**src/rtl/fixed_mult_arbiter.sv**
```systemverilog
// fixed_mult_arbiter: round-robin shared Q-format signed multiplier.
//
// NUM_REQ requesters compete for one 32x32 signed multiplier. The winner's
// operands are captured in an operand stage (S1); the next stage (S2) holds
// the scaled product, its overflow flag and the issuing requester id.
// Both ends use valid/ready; one multiply per cycle without backpressure.
//
// Optional build macro: FIXED_MULT_ARB_SAT_EN -- saturate res_p on overflow.
//
// Ports:
//   clk        clock, rising edge
//   rst        asynchronous active-high reset
//   req_valid  per-requester operand valid
//   req_ready  per-requester accept (one-hot or zero, combinational)
//   req_a      operand A, requester i at [32*i+31:32*i], signed Q format
//   req_b      operand B, same packing
//   res_valid  result valid
//   res_ready  downstream accepts result
//   res_p      signed product, FRACT_BITS fractional bits
//   res_ovf    product did not fit in 32 bits
//   res_id     requester that issued the operation
//   busy       an operation is in S1 or S2
module fixed_mult_arbiter #(
  parameter int unsigned NUM_REQ    = 4,
  parameter int unsigned FRACT_BITS = 16,
  localparam int unsigned ID_W      = $clog2(NUM_REQ)
) (
  input  logic                    clk,
  input  logic                    rst,
  input  logic [NUM_REQ-1:0]      req_valid,
  output logic [NUM_REQ-1:0]      req_ready,
  input  logic [32*NUM_REQ-1:0]   req_a,
  input  logic [32*NUM_REQ-1:0]   req_b,
  output logic                    res_valid,
  input  logic                    res_ready,
  output logic [31:0]             res_p,
  output logic                    res_ovf,
  output logic [ID_W-1:0]         res_id,
  output logic                    busy
);

  localparam int unsigned PROD_W = 64;
  localparam int unsigned MSB    = FRACT_BITS + 31;

  // Round-robin pointer: last granted requester
  logic [ID_W-1:0]    last;

  // Operand stage
  logic               s1_valid;
  logic signed [31:0] s1_a;
  logic signed [31:0] s1_b;
  logic [ID_W-1:0]    s1_id;

  // Combinational control
  logic [ID_W-1:0]    grant_c;
  logic [ID_W-1:0]    idx_c;
  logic               grant_found_c;
  logic               s2_free_c;
  logic               can_accept_c;
  logic               accept_c;
  logic               advance_c;
  logic [31:0]        a_sel_c;
  logic [31:0]        b_sel_c;

  // Datapath
  logic signed [PROD_W-1:0] full_c;
  logic [31:0]              p_c;
  logic                     ovf_c;
  logic                     unused_lsb_c;

  // Handshake conditions
  assign s2_free_c    = !res_valid || res_ready;
  assign advance_c    = s1_valid && s2_free_c;
  assign can_accept_c = !s1_valid || s2_free_c;
  assign accept_c     = grant_found_c && can_accept_c;
  assign busy         = s1_valid || res_valid;

  // Round-robin search starting just after the last winner
  always_comb begin
    grant_found_c = 1'b0;
    grant_c       = '0;
    idx_c         = '0;
    for (int unsigned k = 1; k <= NUM_REQ; k++) begin
      idx_c = ID_W'((32'(last) + k) % NUM_REQ);
      if (!grant_found_c && req_valid[idx_c]) begin
        grant_found_c = 1'b1;
        grant_c       = idx_c;
      end
    end
  end

  // Ready to the winner only, and operand mux
  always_comb begin
    req_ready = '0;
    a_sel_c   = '0;
    b_sel_c   = '0;
    for (int unsigned i = 0; i < NUM_REQ; i++) begin
      if (grant_c == ID_W'(i)) begin
        req_ready[i] = accept_c;
        a_sel_c      = req_a[32*i +: 32];
        b_sel_c      = req_b[32*i +: 32];
      end
    end
  end

  // Full product, scaled slice and overflow detection
  always_comb begin
    full_c = PROD_W'(s1_a) * PROD_W'(s1_b);
    p_c    = full_c[MSB:FRACT_BITS];
    // Upper bits must all equal the result sign bit
    ovf_c  = !((&full_c[PROD_W-1:MSB]) || !(|full_c[PROD_W-1:MSB]));
`ifdef FIXED_MULT_ARB_SAT_EN
    if (ovf_c) begin
      p_c = full_c[PROD_W-1] ? 32'h8000_0000 : 32'h7FFF_FFFF;
    end
`endif
  end

  // Discarded fraction bits below the result LSB
  assign unused_lsb_c = ^full_c[FRACT_BITS-1:0];

  // Pipeline and pointer registers
  always_ff @(posedge clk or posedge rst) begin
    if (rst) begin
      last      <= ID_W'(NUM_REQ - 1);
      s1_valid  <= 1'b0;
      s1_a      <= '0;
      s1_b      <= '0;
      s1_id     <= '0;
      res_valid <= 1'b0;
      res_p     <= '0;
      res_ovf   <= 1'b0;
      res_id    <= '0;
    end else begin
      if (accept_c) begin
        s1_valid <= 1'b1;
        s1_a     <= a_sel_c;
        s1_b     <= b_sel_c;
        s1_id    <= grant_c;
        last     <= grant_c;
      end else if (advance_c) begin
        s1_valid <= 1'b0;
      end

      if (advance_c) begin
        res_valid <= 1'b1;
        res_p     <= p_c;
        res_ovf   <= ovf_c;
        res_id    <= s1_id;
      end else if (res_ready) begin
        res_valid <= 1'b0;
      end
    end
  end

endmodule
```
**config.mk**
```make
export PLATFORM = sky130hd
export DESIGN_NAME = fixed_mult_arbiter
export DESIGN_NICKNAME = d
export VERILOG_FILES = /design/src/rtl/fixed_mult_arbiter.sv
export SDC_FILE = /design/constraint.sdc
export NUM_CORES = 2
export LEC_CHECK = 0
export BUFFER_PORTS_ARGS = -buffer_cell sky130_fd_sc_hd__buf_2
export CAP_MARGIN = 20
export CORE_UTILIZATION = 60
export CTS_CLUSTER_DIAMETER = 150
export DETAILED_ROUTE_END_ITERATION = 10
export PLACE_DENSITY = 0.79
export SYNTH_ARGS = -nofsm -noshare
export SYNTH_HDL_FRONTEND = slang
export SYNTH_SLANG_ARGS = --single-unit
```
**constraint.sdc**
```tcl
create_clock -name clk -period 15.4 [get_ports clk]
set_input_delay 2.31 -clock clk [delete_from_list [all_inputs] [get_ports clk]]
set_output_delay 2.31 -clock clk [all_outputs]
set_load 0.005 [all_outputs]
```
Word level (Yosys, flattened, before mapping):

Cells that the tools add are included.

* muxes and demuxes: 32
* reductions and logical operators: 21
* add/sub/neg operators: 4
* multiply operators: 1
* equality and inequality tests: 3
* $lt $le $gt $ge: 4

Operators with widths (count)
* 32-bit 2-to-1 mux: 8
* 32-bit by 32-bit multiplier with 64-bit output: 1
* 17-bit AND reduction: 1
* 17-bit OR reduction: 1
* 1-bit 2-to-1 mux: 16
* 2-bit by 3-bit < comparator with 1-bit output, second input constant: 4
* 1-bit binary-select mux with 2-bit select: 4
* 2-bit 2-to-1 mux: 4
* 1-bit zero test: 7
* 1-bit logical AND: 5
* 2-bit by 1-bit adder with 2-bit output, second input constant: 2
* 2-bit adder, second input constant: 2
* 2-bit == test, second input constant: 2
* 1-bit logical OR: 4
* 2-bit nonzero test: 2
* 2-bit by 1-bit == test with 1-bit output, second input constant: 1
* 2-bit zero test: 1

* input port bits: 263
* register bits after elaboration: 105
* output and inout port bits: 41
* word-level logic and storage cells: 74

Depth between registers and ports, before layout:

* depth in word-level cells: 18
* depth in mapped cells: 31
* depth with buffers taken out: 28

Least setup slack after synthesis:

Ideal clock, no wire load.

* path kind: register to register
* start: register s1_a[31]
* end: register res_ovf
* path buffers: 2
* library setup time: 0.126 ns
* cell stages (with the launch flop): 25
* period minus slack after synthesis: 8.331 ns
* required time: 15.274 ns
* arrival time: 8.205 ns
* slack: 7.069 ns
* cells stage by stage: dfrtp_1 > clkbuf_1 > nand2_1 > inv_1 > fa_1 > fa_1 > fa_1 > fa_1 > inv_1 > fa_1 > fa_1 > fa_1 > fa_1 > inv_1 > ha_1 > a21o_1 > a21o_1 > a311oi_1 > o22ai_1 > or3b_1 > clkbuf_1 > a311o_1 > a2111oi_0 > nand4_1 > o311a_1

* longest elaborated chain between the ends: 5
* elaborated cells on any way between the ends: 6
* those cells by class: mul (1); reduce/logical (5)

Ends and longest elaborated chain
* start, declared: line 50 `logic signed [31:0] s1_a;`
* start signal, assigned: line 137 `s1_a <= a_sel_c;`
* 32-bit by 32-bit multiplier with 64-bit output (*): line 108 `full_c = PROD_W'(s1_a) * PROD_W'(s1_b);`
* 17-bit OR reduction: line 111 `ovf_c = !((&full_c[PROD_W-1:MSB]) || !(|full_c[PROD_W-1:MSB]));`
* 1-bit zero test: line 111
* 1-bit logical OR (*): line 111
* 1-bit zero test (*): line 111
* end signal, assigned: line 148 `res_ovf <= ovf_c;`
* end, declared: line 37 `output logic res_ovf,`

Mark *: on every way between the ends. The rest lies on a longest branch, timed or not.
A chain may end at the register's enable or synchronous reset.

Final worst setup path:

Ends and elaborated chain as after synthesis.

==> metrics <==
Final Hold Fails=0; fin. max-slew vios=0; TritonCTS clock tree=yes; wirelength, routed=127000 um; Overflow after GRT=0; clock period minus worst slack=9.71 ns; cells along the critical path=nand2_1 -> inv_1 -> fa_1 -> fa_1 -> fa_1 -> fa_1 -> inv_1 -> fa_1 -> fa_1 -> fa_1 -> fa_1 -> inv_1 -> ha_1 -> a21o_1 -> a21o_1 -> a211oi_1 -> o21ai_0 -> nand2_1 -> nor2_1 -> a2111o_1 -> a2111o_1 -> nor4_2 -> nand4_1 -> o311a_1; Final period util=63.0%; dpl hpwl=99800 um; Skew-Pair Late Insertion Delay=0.39 ns; synthesized cell area=0.0420 mm2; final setup TNS=0 ns; delay-heaviest family, CP=adder cells; status=completed; unrepaired setup endpoints after global routing=false; Final GP Congestion=1.06; Yosys Warn Count=0; I/O pin count=304; DR vias/cell=5.79; largest net degree at the start of global routing=100; setup ws final=5.69 ns; die height=266 um; Setup crit start kind=flip-flop; Post-route DRC=0; CP required=15.68 ns; Total Routing Usage GR=38.1%; area grow syn2layout=5.89%; # port buffers=303; Iteration-0 DRC Markers=2725; layout cells sized above 1=9.23%; CP Max Fanout=33; fillers=5795; Pre-antenna DRT Iters=8; max_slew headroom=27.9%; number of synthesized flops with an enable pin=0; Gates resized, CTS repair=0; Netlist cell types=77; total core area=0.0689 mm2; Gate Count Post-Synth=4697; vias in the first global route=35700; Clock transition at path regs=0.10 ns; Critical Path Max Stage Delay=1.06 ns; Worst Skew=0.0260 ns; Clk Tree Root Cell=clkbuf_16; sequential element share of the synthesized area=6.27%; Post-CTS Setup Inserts=0; Fmax achieved=103 MHz; Slew @ Worst Pin=1.08 ns; vias=33200; H-Tree Depth=3; cell with the most instances after synthesis=fa_1; Avg Inst Size Synth=8.94 um2; critical path class=flip-flop to flip-flop; syn nets=6221; initial antenna violation count=13; first-pass GRT wire length=202000 um; Max Cap Viol=0; slowest stage cell, crit path=dfrtp_1; Synth area leader=fa_1; Clock Path Buffers=2; DIE WIDTH=266 um; ranking of synthesized cells by area=fa_1, nand2_1, inv_1; final hold slack=0.483 ns; Site Rows=96; Yosys top cell area share=51.6%; clock sinks=105; clock buffer count from CTS=9; Async SR Flop Fraction=100%; nets=6320; drt wl/cell=22.2 um; most frequent cell on the critical path=fa_1; full die area=0.0710 mm2; Synth top cells by count=fa_1, nand2_1, inv_1, and2_1, clkbuf_1; cts hold-fix bufs=0; WP data arrival=9.99 ns; Routed Antenna Nets=0; Hold WC Path Type=flip-flop to flip-flop; Synth Flop Type=dfrtp_1; Initial Util=60.9%; final setup fails=0; crit end category=flip-flop; Yosys reg bits=105; Crit path buffers/inverters=3; Post-Place Setup Slack=5.83 ns
[through the flow]
| stage | cells | instance area (um2) | utilization [%] |
|---|---|---|---|
| 3_3_place_gp | 5716 | 44100 | 64.0 |
| 5_1_grt | 5735 | 44400 | 64.5 |
| 3_5_place_dp | 5716 | 44100 | 64.0 |
| 6_report | 5738 | 44400 | 64.5 |
| 2_1_floorplan | 4697 | 42000 | - |
| 4_1_cts | 5732 | 44400 | 64.4 |
[cells in the final DEF, fill, tap and decap left out, types with 16 or more instances in the layout]
| cell type | instances |
|---|---|
| nand2_1 | 948 |
| fa_1 | 1081 |
| nand2b_1 | 17 |
| o21ai_0 | 189 |
| inv_1 | 906 |
| xor2_1 | 23 |
| xnor2_1 | 39 |
| nand3_1 | 72 |
| ha_1 | 180 |
| and2_1 | 528 |
| dfrtp_1 | 76 |
| buf_4 | 59 |
| nor2_1 | 70 |
| dfrtp_2 | 27 |
| a21o_1 | 16 |
| buf_2 | 303 |
| a21oi_1 | 69 |
| nand4_1 | 21 |
[worst paths after layout]
| check | startpoint | to | slack (ns) | cells after the start |
|---|---|---|---|---|
| setup reg to reg | s1_a[31] | res_ovf | 5.69 | 24 |
| max in group asynchronous | rst | s1_a[9] | 12.04 | 3 |
| setup / recovery | s1_a[31] | res_ovf | 5.69 | 24 |
| min in group asynchronous | rst | res_p[20] | 1.97 | 2 |
| hold reg to reg | s1_id[1] | s1_id[1] | 0.48 | 1 |
| hold / removal | s1_id[1] | s1_id[1] | 0.48 | 1 |
[registers in the layout, indices dropped and copies added (netlist names)]
register and flops:
res_ovf 1, s1_a 32, last 2, s1_id 2, res_p 32, res_valid 1
s1_b 32, s1_valid 1, res_id 2
[layer usage]
| metal | vias to the layer above | global-route usage, % | routed length [um] |
|---|---|---|---|
| li1 | 14000 | - | - |
| met1 | 17000 | 47.6 | 45600 |
| met2 | 1716 | 61.9 | 60400 |
| met3 | 509 | 8.52 | 12300 |
| met4 | 2 | 20.7 | 9030 |
| met5 | - | 0 | 12 |
[cell families (layout without fill, tap and decap cells)]
group | after synthesis | count (layout) | synth area share, %
buf+inv | 1181 | 1285 | 10.6
compound gates | 363 | 363 | 5.29
mux | 7 | 7 | 0.185
fa+ha+maj | 1261 | 1261 | 56.9
flops | 105 | 105 | 6.27
simple gates | 1718 | 1718 | 19.4
other cells | 0 | 6 | 0
xor+xnor | 62 | 62 | 1.29
[final cells by class]
class	instances	area, um2	share of cell area [%]
Tap cell	931	1160	2.62
Inverter	907	3410	7.67
Multi-Input combinational cell	3411	34900	78.6
Sequential cell	105	2660	5.99
Clock inverter	7	96.3	0.217
Clock buffer	9	225	0.507
Antenna cell	6	15.0	0.0338
Timing Repair Buffer	362	1960	4.41
Power is left out: the tool's default activity adds up to more than one toggle a clock period on the data nets, which glitch-free logic cannot reach.
